$ cat config.mk
export PLATFORM = sky130hd
export DESIGN_NAME = zest_ad7794_resp_flat
export DESIGN_NICKNAME = d
export VERILOG_FILES = /design/src/rtl/zest_ad7794_resp_pkg.sv /design/src/rtl/zest_ad7794_resp_if.sv /design/src/rtl/zest_ad7794_resp_spi_edge_sync.sv /design/src/rtl/zest_ad7794_resp.sv /design/src/flat_wrapper.sv
export SDC_FILE = /design/constraint.sdc
export NUM_CORES = 1
export LEC_CHECK = 0
export BUFFER_PORTS_ARGS = -buffer_cell sky130_fd_sc_hd__buf_2
export CORE_UTILIZATION = 39
export DETAILED_ROUTE_END_ITERATION = 8
export PLACE_DENSITY = 0.52
export REMOVE_ABC_BUFFERS = 1
export SETUP_SLACK_MARGIN = 0.4
export SYNTH_ARGS = -nofsm -noshare
export SYNTH_HDL_FRONTEND = slang
export SYNTH_HIERARCHICAL = 1
export SYNTH_SLANG_ARGS = --single-unit
$ cat constraint.sdc
create_clock -name clk -period 3.2 [get_ports clk]
set_clock_uncertainty 0.1 [all_clocks]
set_input_delay 0.64 -clock clk [delete_from_list [all_inputs] [get_ports clk]]
set_output_delay 0.64 -clock clk [all_outputs]
set_load 0.05 [all_outputs]
$ cat src/rtl/zest_ad7794_resp_pkg.sv
// AD7794 responder: RS addresses, register lengths, reset values, FSM states.
// Shared by the responder top and its SPI front end.
package zest_ad7794_pkg;

  localparam logic [2:0] RS_STATUS    = 3'd0;
  localparam logic [2:0] RS_MODE      = 3'd1;
  localparam logic [2:0] RS_CONFIG    = 3'd2;
  localparam logic [2:0] RS_DATA      = 3'd3;
  localparam logic [2:0] RS_ID        = 3'd4;
  localparam logic [2:0] RS_IO        = 3'd5;
  localparam logic [2:0] RS_OFFSET    = 3'd6;
  localparam logic [2:0] RS_FULLSCALE = 3'd7;

  localparam logic [15:0] MODE_RST   = 16'h000A;
  localparam logic [15:0] CONFIG_RST = 16'h0710;
  localparam logic [7:0]  IO_RST     = 8'h00;
  localparam logic [23:0] OFFSET_RST = 24'h800000;
  localparam logic [23:0] FS_RST     = 24'h500000;
  localparam logic [23:0] DATA_RST   = 24'h000000;
  localparam logic [7:0]  STATUS_RST = 8'h88;

  localparam logic [7:0] CMD_CREAD = 8'h5C;
  localparam logic [7:0] CMD_DREAD = 8'h58;

  typedef enum logic [2:0] {
    IDLE,
    COMM,
    WRITE,
    READ,
    CREAD
  } state_t;

  function automatic logic [4:0] reg_len(
    input logic [2:0] rs
  );
    unique case (1'b1)
      (rs == RS_MODE),
      (rs == RS_CONFIG):    reg_len = 5'd16;
      (rs == RS_DATA),
      (rs == RS_OFFSET),
      (rs == RS_FULLSCALE): reg_len = 5'd24;
      default:              reg_len = 5'd8;
    endcase
  endfunction

  // status, data and ID swallow writes silently
  function automatic logic reg_writable(
    input logic [2:0] rs
  );
    reg_writable = !(rs == RS_STATUS ||
                     rs == RS_DATA ||
                     rs == RS_ID);
  endfunction

endpackage

$ cat src/rtl/zest_ad7794_resp_if.sv
// SPI pin bundle between the carrier-side AD7794 driver
// and the responder.
interface zest_ad7794_resp_if;
  logic spi_sclk;
  logic spi_cs;
  logic spi_din;
  logic spi_dout_rdy;
  logic spi_dout_oe;

  modport master (
    output spi_sclk,
    output spi_cs,
    output spi_din,
    input  spi_dout_rdy,
    input  spi_dout_oe
  );

  modport slave (
    input  spi_sclk,
    input  spi_cs,
    input  spi_din,
    output spi_dout_rdy,
    output spi_dout_oe
  );
endinterface

$ cat src/rtl/zest_ad7794_resp_spi_edge_sync.sv
// Synchronizes sclk/cs/din into clk and flags
// sclk and cs edges; din stays aligned with sclk.
module spi_edge_sync #(
  parameter int SYNC_STAGES = 2
) (
  input  logic clk,
  input  logic rst_n,
  input  logic sclk,
  input  logic cs,
  input  logic din,
  output logic sclk_rise,
  output logic sclk_fall,
  output logic cs_rise,
  output logic cs_fall,
  output logic cs_s,
  output logic din_s
);

  logic [SYNC_STAGES-1:0] sclk_p;
  logic [SYNC_STAGES-1:0] cs_p;
  logic [SYNC_STAGES-1:0] din_p;
  logic                   sclk_q;
  logic                   cs_q;
  logic                   sclk_s;

  always_ff @(posedge clk) begin
    if (!rst_n) begin
      sclk_p <= '1;
      cs_p   <= '1;
      din_p  <= '0;
      sclk_q <= 1'b1;
      cs_q   <= 1'b1;
    end else begin
      sclk_p <= {sclk_p[SYNC_STAGES-2:0], sclk};
      cs_p   <= {cs_p[SYNC_STAGES-2:0], cs};
      din_p  <= {din_p[SYNC_STAGES-2:0], din};
      sclk_q <= sclk_p[SYNC_STAGES-1];
      cs_q   <= cs_p[SYNC_STAGES-1];
    end
  end

  assign sclk_s    = sclk_p[SYNC_STAGES-1];
  assign cs_s      = cs_p[SYNC_STAGES-1];
  assign din_s     = din_p[SYNC_STAGES-1];
  assign sclk_rise = sclk_s & ~sclk_q;
  assign sclk_fall = ~sclk_s & sclk_q;
  assign cs_rise   = cs_s & ~cs_q;
  assign cs_fall   = ~cs_s & cs_q;

endmodule

$ cat src/rtl/zest_ad7794_resp.sv
// AD7794 SPI responder (comm register, register file, DOUT/RDY).
// ZEST_AD7794_CREAD_EN enables continuous-read mode.
module zest_ad7794_resp
  import zest_ad7794_pkg::*;
#(
  parameter logic [7:0] ID_VALUE    = 8'h0F,
  parameter int         SYNC_STAGES = 2
) (
  input  logic               clk,
  input  logic               rst_n,
  zest_ad7794_resp_if.slave  spi,
  input  logic [23:0]        conv_data,
  input  logic               conv_valid,
  output logic [15:0]        mode_reg,
  output logic [15:0]        config_reg,
  output logic [7:0]         io_reg,
  output logic               reg_wr,
  output logic [2:0]         reg_wr_addr
);

  logic sclk_rise, sclk_fall;
  logic cs_rise, cs_fall;
  logic cs_s, din_s;

  spi_edge_sync #(
    .SYNC_STAGES(SYNC_STAGES)
  ) u_sync (
    .clk      (clk),
    .rst_n    (rst_n),
    .sclk     (spi.spi_sclk),
    .cs       (spi.spi_cs),
    .din      (spi.spi_din),
    .sclk_rise(sclk_rise),
    .sclk_fall(sclk_fall),
    .cs_rise  (cs_rise),
    .cs_fall  (cs_fall),
    .cs_s     (cs_s),
    .din_s    (din_s)
  );

  state_t      state, state_d;
  logic [4:0]  cnt, len, ones;
  logic [2:0]  rs;
  logic [23:0] in_sr, out_sr;
  logic [23:0] offset_q, fs_q, data_q;
  logic [7:0]  status_q;
  logic [23:0] sh, rd_word;
  logic [4:0]  cnt_inc;
  logic [2:0]  rs_new;
  logic        last_bit, byte_end;
  logic        comm_end, wr_end, rd_end;
  logic        cread_load, serial_rst;
  logic        cread_q, cread_cmd, cread_stay;
  logic        dout;

  assign sh         = {in_sr[22:0], din_s};
  assign cnt_inc    = cnt + 5'd1;
  assign rs_new     = sh[5:3];
  assign last_bit   = sclk_rise && (cnt_inc == len);
  assign byte_end   = sclk_rise && (cnt[2:0] == 3'd7);
  assign serial_rst = sclk_rise && !cs_s && din_s &&
                      (ones == 5'd31);

`ifdef ZEST_AD7794_CREAD_EN
  logic exit_q, exit_hit;
  assign exit_hit   = byte_end && (sh[7:0] == CMD_DREAD);
  assign cread_cmd  = (sh[7:0] == CMD_CREAD);
  assign cread_stay = cread_q && !exit_q && !exit_hit;

  always_ff @(posedge clk) begin
    if (!rst_n || serial_rst) begin
      cread_q <= 1'b0;
      exit_q  <= 1'b0;
    end else begin
      if (comm_end && cread_cmd) cread_q <= 1'b1;
      if (rd_end && !cread_stay) cread_q <= 1'b0;
      if (cread_load)
        exit_q <= 1'b0;
      else if (exit_hit && state == READ)
        exit_q <= 1'b1;
    end
  end
`else
  assign cread_q    = 1'b0;
  assign cread_cmd  = 1'b0;
  assign cread_stay = 1'b0;
`endif

  always_ff @(posedge clk) begin
    if (!rst_n) state <= IDLE;
    else        state <= state_d;
  end

  always_comb begin
    state_d    = state;
    comm_end   = 1'b0;
    wr_end     = 1'b0;
    rd_end     = 1'b0;
    cread_load = 1'b0;
    if (serial_rst) begin
      state_d = COMM;
    end else if (cs_rise) begin
      state_d = IDLE;
    end else begin
      unique case (state)
        IDLE: if (cs_fall)
          state_d = cread_q ? CREAD : COMM;
        COMM: if (byte_end) begin
          comm_end = 1'b1;
          if (!sh[7])
            state_d = cread_cmd ? CREAD :
                      (sh[6] ? READ : WRITE);
        end
        WRITE: if (last_bit) begin
          wr_end  = 1'b1;
          state_d = COMM;
        end
        READ: if (last_bit) begin
          rd_end  = 1'b1;
          state_d = cread_stay ? CREAD : COMM;
        end
        CREAD: if (!status_q[7]) begin
          cread_load = 1'b1;
          state_d    = READ;
        end
        default: state_d = IDLE;
      endcase
    end
  end

  // read words are left-aligned so bit 23 is always the next out
  always_comb begin
    rd_word = '0;
    unique case (rs_new)
      RS_STATUS: rd_word = {status_q, 16'h0};
      RS_MODE:   rd_word = {mode_reg, 8'h0};
      RS_CONFIG: rd_word = {config_reg, 8'h0};
      RS_DATA:   rd_word = data_q;
      RS_ID:     rd_word = {ID_VALUE, 16'h0};
      RS_IO:     rd_word = {io_reg, 16'h0};
      RS_OFFSET: rd_word = offset_q;
      default:   rd_word = fs_q;
    endcase
  end

  always_ff @(posedge clk) begin
    if (!rst_n) begin
      cnt    <= '0;
      len    <= 5'd8;
      rs     <= RS_STATUS;
      in_sr  <= '0;
      out_sr <= '1;
      ones   <= '0;
    end else begin
      if (sclk_rise && !cs_s)
        ones <= din_s ? ones + 5'd1 : 5'd0;
      if (cs_rise || serial_rst) begin
        cnt  <= '0;
        ones <= '0;
      end else if (cread_load) begin
        cnt    <= '0;
        rs     <= RS_DATA;
        len    <= 5'd24;
        out_sr <= data_q;
      end else if (sclk_rise &&
                   (state == COMM || state == WRITE ||
                    state == READ)) begin
        in_sr <= sh;
        cnt   <= (comm_end || wr_end || rd_end) ?
                 5'd0 : cnt_inc;
        if (comm_end) begin
          rs     <= rs_new;
          len    <= reg_len(rs_new);
          out_sr <= rd_word;
        end
      end else if (sclk_fall && state == READ &&
                   cnt != 5'd0) begin
        // first bit was presented at load; shift only after it is taken
        out_sr <= {out_sr[22:0], 1'b1};
      end
    end
  end

  always_ff @(posedge clk) begin
    if (!rst_n || serial_rst) begin
      mode_reg   <= MODE_RST;
      config_reg <= CONFIG_RST;
      io_reg     <= IO_RST;
      offset_q   <= OFFSET_RST;
      fs_q       <= FS_RST;
      data_q     <= DATA_RST;
      status_q   <= STATUS_RST;
    end else begin
      if (wr_end) begin
        unique case (rs)
          RS_MODE:      mode_reg   <= sh[15:0];
          RS_CONFIG:    config_reg <= sh[15:0];
          RS_IO:        io_reg     <= sh[7:0];
          RS_OFFSET:    offset_q   <= sh;
          RS_FULLSCALE: fs_q       <= sh;
          default:      ;
        endcase
      end
      if (rd_end && rs == RS_DATA) status_q[7] <= 1'b1;
      if (conv_valid) begin
        data_q      <= conv_data;
        status_q[7] <= 1'b0;
      end
    end
  end

  always_ff @(posedge clk) begin
    if (!rst_n) begin
      reg_wr      <= 1'b0;
      reg_wr_addr <= '0;
    end else begin
      reg_wr <= wr_end && reg_writable(rs);
      if (wr_end && reg_writable(rs))
        reg_wr_addr <= rs;
    end
  end

  always_comb begin
    dout = 1'b1;
    unique case (state)
      COMM:    dout = (cnt == 5'd0) ? status_q[7] : 1'b1;
      READ:    dout = out_sr[23];
      CREAD:   dout = status_q[7];
      default: dout = 1'b1;
    endcase
  end

  assign spi.spi_dout_rdy = dout;
  assign spi.spi_dout_oe  = ~cs_s;

endmodule

$ cat src/flat_wrapper.sv
// flat-port wrapper written by rule: the top's interface ports become plain ports
module zest_ad7794_resp_flat import zest_ad7794_pkg::*;
#(
  parameter logic [7:0] ID_VALUE    = 8'h0F,
  parameter int         SYNC_STAGES = 2
)
  (clk, rst_n, conv_data, conv_valid, mode_reg, config_reg, io_reg, reg_wr, reg_wr_addr, spi_spi_sclk, spi_spi_cs, spi_spi_din, spi_spi_dout_rdy, spi_spi_dout_oe);
  zest_ad7794_resp_if spi_i ();
  input  logic clk;
  input  logic rst_n;
  input  logic [23:0] conv_data;
  input  logic conv_valid;
  output logic [15:0] mode_reg;
  output logic [15:0] config_reg;
  output logic [7:0] io_reg;
  output logic reg_wr;
  output logic [2:0] reg_wr_addr;
  input wire logic [$bits(spi_i.spi_sclk)-1:0] spi_spi_sclk;
  input wire logic [$bits(spi_i.spi_cs)-1:0] spi_spi_cs;
  input wire logic [$bits(spi_i.spi_din)-1:0] spi_spi_din;
  output wire logic [$bits(spi_i.spi_dout_rdy)-1:0] spi_spi_dout_rdy;
  output wire logic [$bits(spi_i.spi_dout_oe)-1:0] spi_spi_dout_oe;
  assign spi_i.spi_sclk = spi_spi_sclk;
  assign spi_i.spi_cs = spi_spi_cs;
  assign spi_i.spi_din = spi_spi_din;
  assign spi_spi_dout_rdy = spi_i.spi_dout_rdy;
  assign spi_spi_dout_oe = spi_i.spi_dout_oe;
  zest_ad7794_resp #(.ID_VALUE(ID_VALUE), .SYNC_STAGES(SYNC_STAGES)) u_core (.clk(clk), .rst_n(rst_n), .spi(spi_i), .conv_data(conv_data), .conv_valid(conv_valid), .mode_reg(mode_reg), .config_reg(config_reg), .io_reg(io_reg), .reg_wr(reg_wr), .reg_wr_addr(reg_wr_addr));
endmodule
[Word-level counts from Yosys, hierarchy flattened]
Cells that the tools add are included.
Storage, ports and cells
  register bits after elaboration: 193
  bits in latches: 0
  memory bits (writable): 0
  memory bits (read-only): 0
  word-level logic and storage cells: 155
  memories: 0
Cells by class
  add/sub/neg operators: 2
  multiply operators: 0
  divide/modulo/power cells: 0
  $lt $le $gt $ge: 0
  equality and inequality tests: 32
  shift-type cells: 0
  multiplexer cells: 42
  bitwise gates (word level): 11
  reduce and logical (&&, ||, !) cells: 46
Operators by type and width (count)
  one-hot mux 24 bit (7 select lines): 1
  two-way mux 24 bit: 4
  equality test 3 bit, second input constant: 10
  two-way mux 5 bit: 5
  two-way mux 3 bit: 8
  two-way mux 1 bit: 21
  equality test 3 x 2 -> 1 bit, second input constant: 6
  != test 4 x 1 -> 1 bit, second input constant: 3
  one-hot mux 3 bit (4 select lines): 1
  adder 5 x 1 -> 5 bit, second input constant: 2
  logical AND 1 bit: 10
  one-hot mux 5 bit (2 select lines): 1
  AND reduction 2 bit: 5
  AND reduction 5 bit: 2
  equality test 3 x 1 -> 1 bit, second input constant: 3
  zero test 3 bit: 3
  AND reduction 3 bit: 3
  OR reduction 3 bit: 3
  logical OR 1 bit: 8
  != test 4 x 3 -> 1 bit, second input constant: 2
  NOT 1 bit: 7
  != test 2 x 1 -> 1 bit, second input constant: 3
  nonzero test 2 bit: 3
  OR reduction 2 bit: 3
  10 further kinds: 16

[Longest topological paths before layout]
Gate-level depths: netlist of the first run.
  word-level depth: 10
  mapped depth: 11

[Hierarchy]
Netlist of the first run, hierarchy kept.
Modules (own cells, without submodules)
  zest_ad7794_resp: times used 1, cells each 940, area an instance 8115.3 µm², sequential area each 3623.5 µm²
  spi_edge_sync: times used 1, cells each 20, area an instance 235.2 µm², sequential area each 160.2 µm²

[Worst setup path before layout of the first run]
No wires, ideal clock.
  path kind: flip-flop to output port
  from: register u_core.cnt[0]
  to: output port spi_spi_dout_rdy
  data arrival time: 1.898 ns
  slack: 0.562 ns
  cell stages (with the launch flop): 6
  buffers on the path: 0
  path through: dfxtp_1 -> inv_1 -> ha_1 -> or4b_1 -> nor3_1 -> o21ai_0
On the way
  longest elaborated chain between the ends: 3
RTL lines
  from (decl): RTL line zest_ad7794_resp.sv:42  | logic [4:0] cnt, len, ones;
  from (signal assigned): RTL line zest_ad7794_resp.sv:169  | cnt <= (comm_end || wr_end || rd_end) ?
  zero test 5 bit: RTL line zest_ad7794_resp.sv:226  | COMM: dout = (cnt == 5'd0) ? status_q[7] : 1'b1;
  two-way mux 1 bit: RTL line zest_ad7794_resp.sv:226
  one-hot mux 1 bit (3 select lines): RTL line zest_ad7794_resp.sv:225  | unique case (state)
  to (decl): RTL line flat_wrapper.sv:21  | output wire logic [$bits(spi_i.spi_dout_rdy)-1:0] spi_spi_dout_rdy;
Every way passes these cells.

[Worst setup path in the final report of the first run]
Ends and elaborated chain as after synthesis.

==> qor.yml, run 1 <==
timing:
  setup_viol: 0
  min_period_ns: 2.69
  rsz0062_at_grt: "true"
  fmax_mhz: 372
  slew_viol_final: 0
  worst_slew_pin_slew_ns: 0.998
  tns_ns: 0
  hold_viol: 0
  post-route-period-util: 0.841
  max_slew_margin: 0.334
synth:
  ys_seq_elements: 189
  synth_edf_count: 0
  synthArstFlopShare: 0
  synth_common_cells: "189 x dfxtp_1, 186 x nand2_1, 91 x nor2_1, 81 x mux2i_1, 70 x a21oi_1"
  ys_types: 63
  yosysWarnings: 6
  synth_area_per_cell_um2: 8.70
  ys.flop_type: "dfxtp_1"
  yosysMostFrequentCell: "dfxtp_1"
  synth_top_area_share: 0.453
  synth_top_cell_by_area: "dfxtp_1"
  synth.cell_area_um2: 8350
  synth_area_leaders: "dfxtp_1 45%, mux2i_1 9.7%, nand2_1 8.4%"
  seq_area_frac_synth: 0.453
  synthCells: 960
worst_setup_path:
  critPathLaunchType: "flip-flop"
  cpPeakStageDelay_ns: 0.47
  critPathArrivalTime_ns: 1.95
  required_ns: 2.46
  crit_chain: "inv_1 > ha_1 > or4b_4 > nor3_1 > o21ai_0 > buf_4"
  critPathKind: "flip-flop to primary output"
  path_max_fanout: 6
  end_kind: "primary output"
  cpMaxStageDelayCell: "or4b_4"
min_path:
  hold_class: "input port to flip-flop"
global_route:
  grt_usage: 0.225
  grt_pass1_vias: 6550
  gr-total-overflow: 0
  grt_pass1_wl_mm: 37.9
  antenna_found_initial: 0
  grt_max_degree: 52
power:
  p_leak_nw: 3.76
  finalPower_mw: 4.63
  p_per_area_nw_per_um2: 483
  peakVddDrop_uv: 325
placed_design:
  place_inst: 1273
  io_buffer_count: 75
  place_area_um2: 9000
  dp_hpwl_mm: 15.7
  routabilityCongestion: 0.788
die:
  start_util: 0.397
  die_h_um: 148
  core_um2: 21000
  design.die.area_um2: 22000
  fp.dieW_um: 148
  ios: 76
  row_count: 53
run_status:
  status: "complete, no violations"
clocking:
  cts_buffers: 17
  cts.path.max_buffers: 2
  path_clk_slew_ns: 0.07
  cts_tree: "yes"
  h-tree-depth: 4
  cts_root_buffer: "clkbuf_16"
  clk_latency_ns: 0.44
  ctsHoldBuffers: 0
  cts_sinks: 189
route:
  wirelength_mm: 24.1
  wire_per_inst_um: 18.4
  drc: 0
  vias_per_cell: 5.31
  dr.pass1.iters: 6
  dr.first_iter.drc_count: 447
  ant_nets: 0
  vias: 6933
final_layout:
  finalNetCount: 1053
  syn_to_final_growth_pct: 14.8
  drive_gt1_frac: 0.194
  diodes: 0
  layout.cells.non_filler: 1305
  stdcell_area_um2: 9580
job:
  max_cap_viol_count: 0
-- cells by family (layout without fill, tap and decap cells) --
kind of cell / count (synthesis) / count (layout) / share of synthesized area
flops: 189 / 189 / 0.453
simple gates: 361 / 361 / 0.196
compound gates: 225 / 225 / 0.174
buf+inv: 83 / 153 / 0.0509
fa+ha+maj: 6 / 6 / 0.00899
xor+xnor: 6 / 6 / 0.00809
mux: 90 / 90 / 0.109
-- layer usage --
layer	track usage	vias to the layer above	routed length, um
met1	0.316	3280	11800
li1	-	3447	-
met5	0	-	0
met4	0.0696	0	421
met2	0.350	178	10800
met3	0.0374	28	1100
-- report_power, final --
part	internal [mW]	total [mW]	switching, mW
combinational	0.0538	0.147	0.0933
clock	1.11	2.09	0.985
sequential	2.37	2.39	0.0158
-- layout by cell type (no fill, tap or decap), types with 3 or more instances in the layout --
cell / count
inv_6: 6
clkinvlp_4: 3
ha_1: 6
buf_2: 74
mux2_2: 9
o311a_1: 3
a31oi_1: 3
nor3b_1: 3
a211oi_1: 6
o211ai_1: 4
nor2b_1: 12
nand2b_1: 12
a21oi_2: 29
nor2_1: 91
o221ai_1: 4
a221oi_1: 15
clkinv_2: 3
clkbuf_16: 17
o22ai_1: 6
a22oi_1: 9
and4_1: 3
nor4b_2: 3
nand4b_1: 3
nand4_1: 4
a21oi_1: 70
a21o_1: 3
o21ai_0: 54
dfxtp_1: 188
inv_1: 8
buf_4: 36
nand2_1: 185
nor3_1: 12
and2_1: 4
mux2i_1: 81
nand3_1: 14
-- final timing paths --
| check | slack [ns] | cells after the start | endpoint | from |
|---|---|---|---|---|
| worst max-delay path | 0.51 | 6 | spi_spi_dout_rdy | u_core/cnt[0] |
| worst min-delay path | 0.29 | 2 | u_core/u_sync/cs_p[0] | spi_spi_cs |
| worst max register to register | 0.53 | 8 | u_core/mode_reg[13] | u_core/ones[0] |
| worst min register to register | 0.31 | 1 | u_core/u_sync/sclk_p[1] | u_core/u_sync/sclk_p[0] |
-- area by class of cell --
type / instances / area (um^2)
Tap cell: 275 / 344
Fill cell: 2073 / 11400
Clock inverter: 14 / 131
Inverter: 9 / 33.8
Clock buffer: 18 / 439
Sequential cell: 189 / 3780
Timing Repair Buffer: 112 / 681
Multi-Input combinational cell: 688 / 4170
-- critical path: cells and delay by family (launching register included) --
family                   cells  cell delay, ns
AND/OR/NAND/NOR              2            0.61
AO/OA/AOI/OAI                1            0.11
buffers and inverters        2            0.29
flip-flops                   1            0.36
adder cells (fa/ha/maj)      1            0.15
-- what timing repair did --
item	4_1_cts	5_1_grt
hold endpoints to repair	0	0
resized for setup	0	4
setup buffers	0	0
setup endpoints to repair	0	4
-- metrics by stage --
stage / worst slack [ns] / utilization / hold WS, ns
after global routing: 0.384 / 0.456 / 0.297
after floorplan: -0.368 / - / 0.286
after global placement: 0.563 / 0.428 / 0.296
after CTS: 0.453 / 0.455 / 0.282
after detailed placement: 0.555 / 0.428 / 0.293
final: 0.509 / 0.456 / 0.290
No activity file was read; power rests on OpenSTA's default activity.
==> run 2: changes to the inputs <==
- clock period: 3.2 -> 2.6 ns (I/O delays scaled with it)
==> run 2 against run 1 <==
Compared with the run above: clock power is 30% higher; largest cell class unchanged; register-to-register slack worse by 0.38 ns; critical path depth stayed put; die area stayed put; total power is 26% higher; hold slack worse by 0.12 ns; flip-flop and latch count stayed put; critical endpoint unchanged; worst setup slack worse by 0.41 ns.
==> qor.yml, run 2 (same netlist as run 1, synthesis figures left out) <==
power:
  finalPower_mw: 5.86  # +26%
  p_per_area_nw_per_um2: 536  # +11%
  peakVddDrop_uv: 380  # +17%
  p_leak_nw: 4.31  # +14%
clocking:
  cts_sinks: 189  # unchanged
  cts_buffers: 17  # unchanged
  cts_root_buffer: "clkbuf_16"
  cts.path.max_buffers: 2  # unchanged
  h-tree-depth: 4  # unchanged
  path_clk_slew_ns: 0.07  # about the same
  cts_tree: "yes"
  clk_latency_ns: 0.44  # about the same
  ctsHoldBuffers: 0  # unchanged
global_route:
  grt_max_degree: 51  # -1.9%
  gr-total-overflow: 0  # unchanged
  grt_usage: 0.248  # +0.0231
  antenna_found_initial: 0  # unchanged
  grt_pass1_vias: 6873  # +4.9%
  grt_pass1_wl_mm: 40.9  # +7.9%
route:
  dr.first_iter.drc_count: 556  # +24%
  wirelength_mm: 28.1  # +17%
  ant_nets: 0  # unchanged
  dr.pass1.iters: 5  # -1
  wire_per_inst_um: 20.6  # +12%
  vias: 7590  # +9.5%
  vias_per_cell: 5.56  # +4.7%
  drc: 0  # unchanged
timing:
  max_slew_margin: 0.388  # +0.0538
  slew_viol_final: 0  # unchanged
  rsz0062_at_grt: "true"
  hold_viol: 0  # unchanged
  worst_slew_pin_slew_ns: 0.914  # -0.0840 ns
  min_period_ns: 2.50
  fmax_mhz: 399
  tns_ns: 0  # unchanged
  post-route-period-util: 0.963
  setup_viol: 0  # unchanged
die:
  design.die.area_um2: 22000  # unchanged
  die_h_um: 148  # unchanged
  fp.dieW_um: 148  # unchanged
  core_um2: 21000  # unchanged
  start_util: 0.397  # unchanged
  row_count: 53  # unchanged
  ios: 76  # unchanged
final_layout:
  finalNetCount: 1112  # +5.6%
  layout_common_cells: "184 x dfxtp_1, 175 x nand2_1, 89 x nor2_1"
  final_core_util: 0.520  # +0.0637
  final_common_cell: "dfxtp_1"
  drive_gt1_frac: 0.291  # +0.0969
  stdcell_area_um2: 10900  # +14%
  syn_to_final_growth_pct: 30.8
  diodes: 0  # unchanged
job:
  max_cap_viol_count: 0  # unchanged
placed_design:
  io_buffer_count: 75  # unchanged
  routabilityCongestion: 0.782  # -0.77%
  dp_hpwl_mm: 16.3  # +3.4%
  place_area_um2: 9170  # +1.9%
worst_setup_path:
  critPathKind: "flip-flop to primary output"
  path_max_fanout: 6  # unchanged
  critPathArrivalTime_ns: 1.88  # -0.07 ns
  critPathLaunchType: "flip-flop"
  required_ns: 1.98  # -0.48 ns
  end_kind: "primary output"
min_path:
  hold_class: "input port to flip-flop"
run_status:
  status: "complete, no violations"
## run 2: cell count changes in the layout (fill, tap and decap cells not counted), sizes merged, moves of 2 or more
cell | before | now
buf | 112 | 161
bufbuf | 0 | 2
clkbuf | 18 | 29
clkinvlp | 3 | 1
inv | 16 | 13
## run 2: repair_timing
action | in CTS | in global routing
resized for setup | 66 | 95
pin swaps | 11 | 33
gates cloned | 9 | 11
setup buffers | 12 | 12
endpoints found under the setup margin | 158 | 157
## run 2: area by class of cell
| type | instances | area [um^2] |
|---|---|---|
| repair buffers | 170 | 1590 |
| flip-flops and latches | 189 | 3790 |
| clock buffers | 22 | 474 |
| fillers | 1941 | 10100 |
| clock inverters | 10 | 128 |
| inverters | 9 | 33.8 |
| well taps | 275 | 344 |
| multi-input cells | 689 | 4560 |
## run 2: through the flow
| step | setup slack, ns | cells | hold WS [ns] |
|---|---|---|---|
| after global placement | 0.103 | 1288 | 0.300 |
| after global routing | 0.0221 | 1364 | 0.163 |
| after floorplan | -0.968 | 886 | 0.286 |
| after detailed placement | 0.0651 | 1288 | 0.300 |
| after CTS | 0.0809 | 1341 | 0.150 |
| final | 0.0961 | 1364 | 0.165 |
## run 2: per-layer routing
layer / vias up / global-route usage / part of all wire
li1: 3598 / - / -
met1: 3650 / 0.337 / 0.46
met2: 298 / 0.386 / 0.45
met3: 44 / 0.0521 / 0.068
met4: 0 / 0.0892 / 0.021
met5: - / 0 / 0
## run 2: report_power, final
part / internal, mW / total, mW / switching [mW]
registers: 2.92 / 2.94 / 0.0217
logic: 0.0753 / 0.200 / 0.125
clock network: 1.51 / 2.71 / 1.20
total: 4.51 / 5.86 / 1.35
## run 2: path summary, 6_finish.rpt
| check | from | end | slack (ns) | depth (start not counted) |
|---|---|---|---|---|
| min reg2reg | u_core/u_sync/cs_p[0] | u_core/u_sync/cs_p[1] | 0.32 | 1 |
| min | spi_spi_sclk | u_core/u_sync/sclk_p[0] | 0.17 | 2 |
| max | u_core/cnt[0] | spi_spi_dout_rdy | 0.1 | 6 |
| max reg2reg | u_core/cnt[0] | u_core/offset_q[16] | 0.15 | 11 |
## run 2: critical path: stages, from the launching register on
cell and delay (ns):
dfxtp_2 0.35, inv_1 0.06, ha_1 0.15, or4b_4 0.48, nor3_2 0.15, o21ai_2 0.09
buf_6 0.18
==> run 3: changes to the inputs <==
- CAP_MARGIN: not set -> 0
- TNS_END_PERCENT: not set -> 20
- clock period: 2.6 -> 3.25 ns (I/O delays scaled with it)
==> run 3 against run 2 <==
Compared with the run above: sequential power fell by 20%; first-iteration DRC count decreased by 21%; count of clock-buffer cells in the layout shrank 3; cell area shrank 12%.
==> qor.yml, run 3 (same netlist as run 1, synthesis figures left out) <==
worst_setup_path:
  end_kind: "primary output"
  crit_chain: "inv_1 > ha_1 > or4b_1 > nor3_1 > o21ai_0 > buf_2"
  required_ns: 2.50  # +0.52 ns
  cpPeakStageDelay_ns: 0.47  # about the same
  path_max_fanout: 6  # unchanged
  critPathKind: "flip-flop to primary output"
  critPathArrivalTime_ns: 1.96  # +0.08 ns
  critPathLaunchType: "flip-flop"
  cpMaxStageDelayCell: "or4b_1"
placed_design:
  dp_hpwl_mm: 15.7  # -3.5%
  place_area_um2: 9020  # -1.6%
  routabilityCongestion: 0.804  # +2.8%
  io_buffer_count: 75  # unchanged
  place_inst: 1276  # -0.93%
final_layout:
  layout_common_cells: "188 x dfxtp_1, 184 x nand2_1, 91 x nor2_1"
  syn_to_final_growth_pct: 14.6
  drive_gt1_frac: 0.194  # -0.0973
  stdcell_area_um2: 9570  # -12%
  diodes: 0  # unchanged
  finalNetCount: 1056  # -5.0%
  final_common_cell: "dfxtp_1"
  layout.cells.non_filler: 1307  # -4.2%
  multi_input_area_um2: 4160  # -8.8%
  num-fill-cells: 2098  # +8.1%
  final-seq-area_um2: 3780  # -0.26%
route:
  dr.first_iter.drc_count: 441  # -21%
  drc: 0  # unchanged
  vias: 6945  # -8.5%
  wire_per_inst_um: 18.7  # -9.4%
  vias_per_cell: 5.31  # -4.5%
  wirelength_mm: 24.4  # -13%
  ant_nets: 0  # unchanged
  dr.pass1.iters: 5  # unchanged
global_route:
  grt_max_degree: 34  # -33%
  grt_pass1_wl_mm: 39.1  # -4.4%
  grt_usage: 0.232  # -0.0160
  grt_pass1_vias: 6754  # -1.7%
  antenna_found_initial: 0  # unchanged
  gr-total-overflow: 0  # unchanged
timing:
  post-route-period-util: 0.835
  setup_viol: 0  # unchanged
  fmax_mhz: 369
  min_period_ns: 2.71
  max_slew_margin: 0.380  # -0.00770
  tns_ns: 0  # unchanged
  hold_viol: 0  # unchanged
  rsz0062_at_grt: "true"
  worst_slew_pin_slew_ns: 0.929  # +0.0150 ns
  slew_viol_final: 0  # unchanged
clocking:
  cts_tree: "yes"
  cts_buffers: 17  # unchanged
  h-tree-depth: 4  # unchanged
  cts_root_buffer: "clkbuf_16"
  cts_sinks: 189  # unchanged
  cts.path.max_buffers: 2  # unchanged
  path_clk_slew_ns: 0.07  # about the same
  clk_latency_ns: 0.44  # about the same
  ctsHoldBuffers: 0  # unchanged
die:
  start_util: 0.397  # unchanged
  design.die.area_um2: 22000  # unchanged
  fp.dieW_um: 148  # unchanged
  die_h_um: 148  # unchanged
  row_count: 53  # unchanged
  ios: 76  # unchanged
  core_um2: 21000  # unchanged
power:
  p_per_area_nw_per_um2: 470  # -12%
  p_leak_nw: 3.77  # -12%
  peakVddDrop_uv: 299  # -21%
run_status:
  status: "complete, no violations"
job:
  max_cap_viol_count: 0  # unchanged
min_path:
  hold_class: "input port to flip-flop"
-- run 3: changes by cell type in the layout (fill, tap and decap cells not counted), moves of 6 or more --
cell       previous run  this run
a221oi_2              7         0
a21oi_1              59        70
a21oi_2              40        29
nand2_1             175       184
clkbuf_16            24        17
o21ai_0              30        54
o21ai_2               7         1
buf_4                50        38
a221oi_1              7        15
o21ai_1              17         2
buf_6                18         0
buf_12               13         2
-- run 3: repair_timing --
action                     4_1_cts  5_1_grt
setup endpoints to repair        0       10
resized for setup                0        1
buffers inserted                 0        0
-- run 3: area by class of cell --
cell class,count,area share
clock buffer,19,0.0452
clock inverter,12,0.0122
inverter,9,0.00353
multi-input combinational,688,0.435
sequential,189,0.395
tap,275,0.0359
timing repair buffer,115,0.0732
-- run 3: path summary, 6_finish.rpt --
check                             start                      end  slack, ns  cells past startpoint
setup / recovery          u_core/cnt[0]         spi_spi_dout_rdy       0.54                      6
hold / removal             spi_spi_sclk  u_core/u_sync/sclk_p[0]       0.30                      2
setup reg to reg         u_core/ones[0]         u_core/io_reg[2]       0.60                      9
hold reg to reg   u_core/u_sync/cs_p[0]    u_core/u_sync/cs_p[1]       0.32                      1
-- run 3: per-layer routing --
layer / GRT usage / vias up / share of wire
li1: - / 3452 / -
met5: 0 / - / 0
met3: 0.0402 / 28 / 0.042
met2: 0.368 / 177 / 0.45
met1: 0.322 / 3288 / 0.49
met4: 0.0660 / 0 / 0.014
-- run 3: critical path, delay by kind of cell, from the launching register on --
family,cells,cell delay (ns)
buffers and inverters,2,0.31
adder cells (fa/ha/maj),1,0.13
AND/OR/NAND/NOR,2,0.63
flip-flops,1,0.36
AO/OA/AOI/OAI,1,0.10
-- run 3: report_power, final --
| group | switching (mW) | leakage, nW | internal, mW |
|---|---|---|---|
| clock network | 0.944 | 0.264 | 1.06 |
| registers | 0.0184 | 1.53 | 2.34 |
| logic | 0.0892 | 1.98 | 0.0535 |
-- run 3: through the flow --
stage	total power, mW	util	worst slack (ns)	hold slack [ns]
after floorplan	2.48	-	-0.318	0.286
after global placement	2.55	0.429	0.566	0.292
after detailed placement	2.55	0.429	0.557	0.298
after CTS	4.55	0.455	0.502	0.286
after global routing	4.66	0.455	0.399	0.289
final	4.50	0.455	0.538	0.301
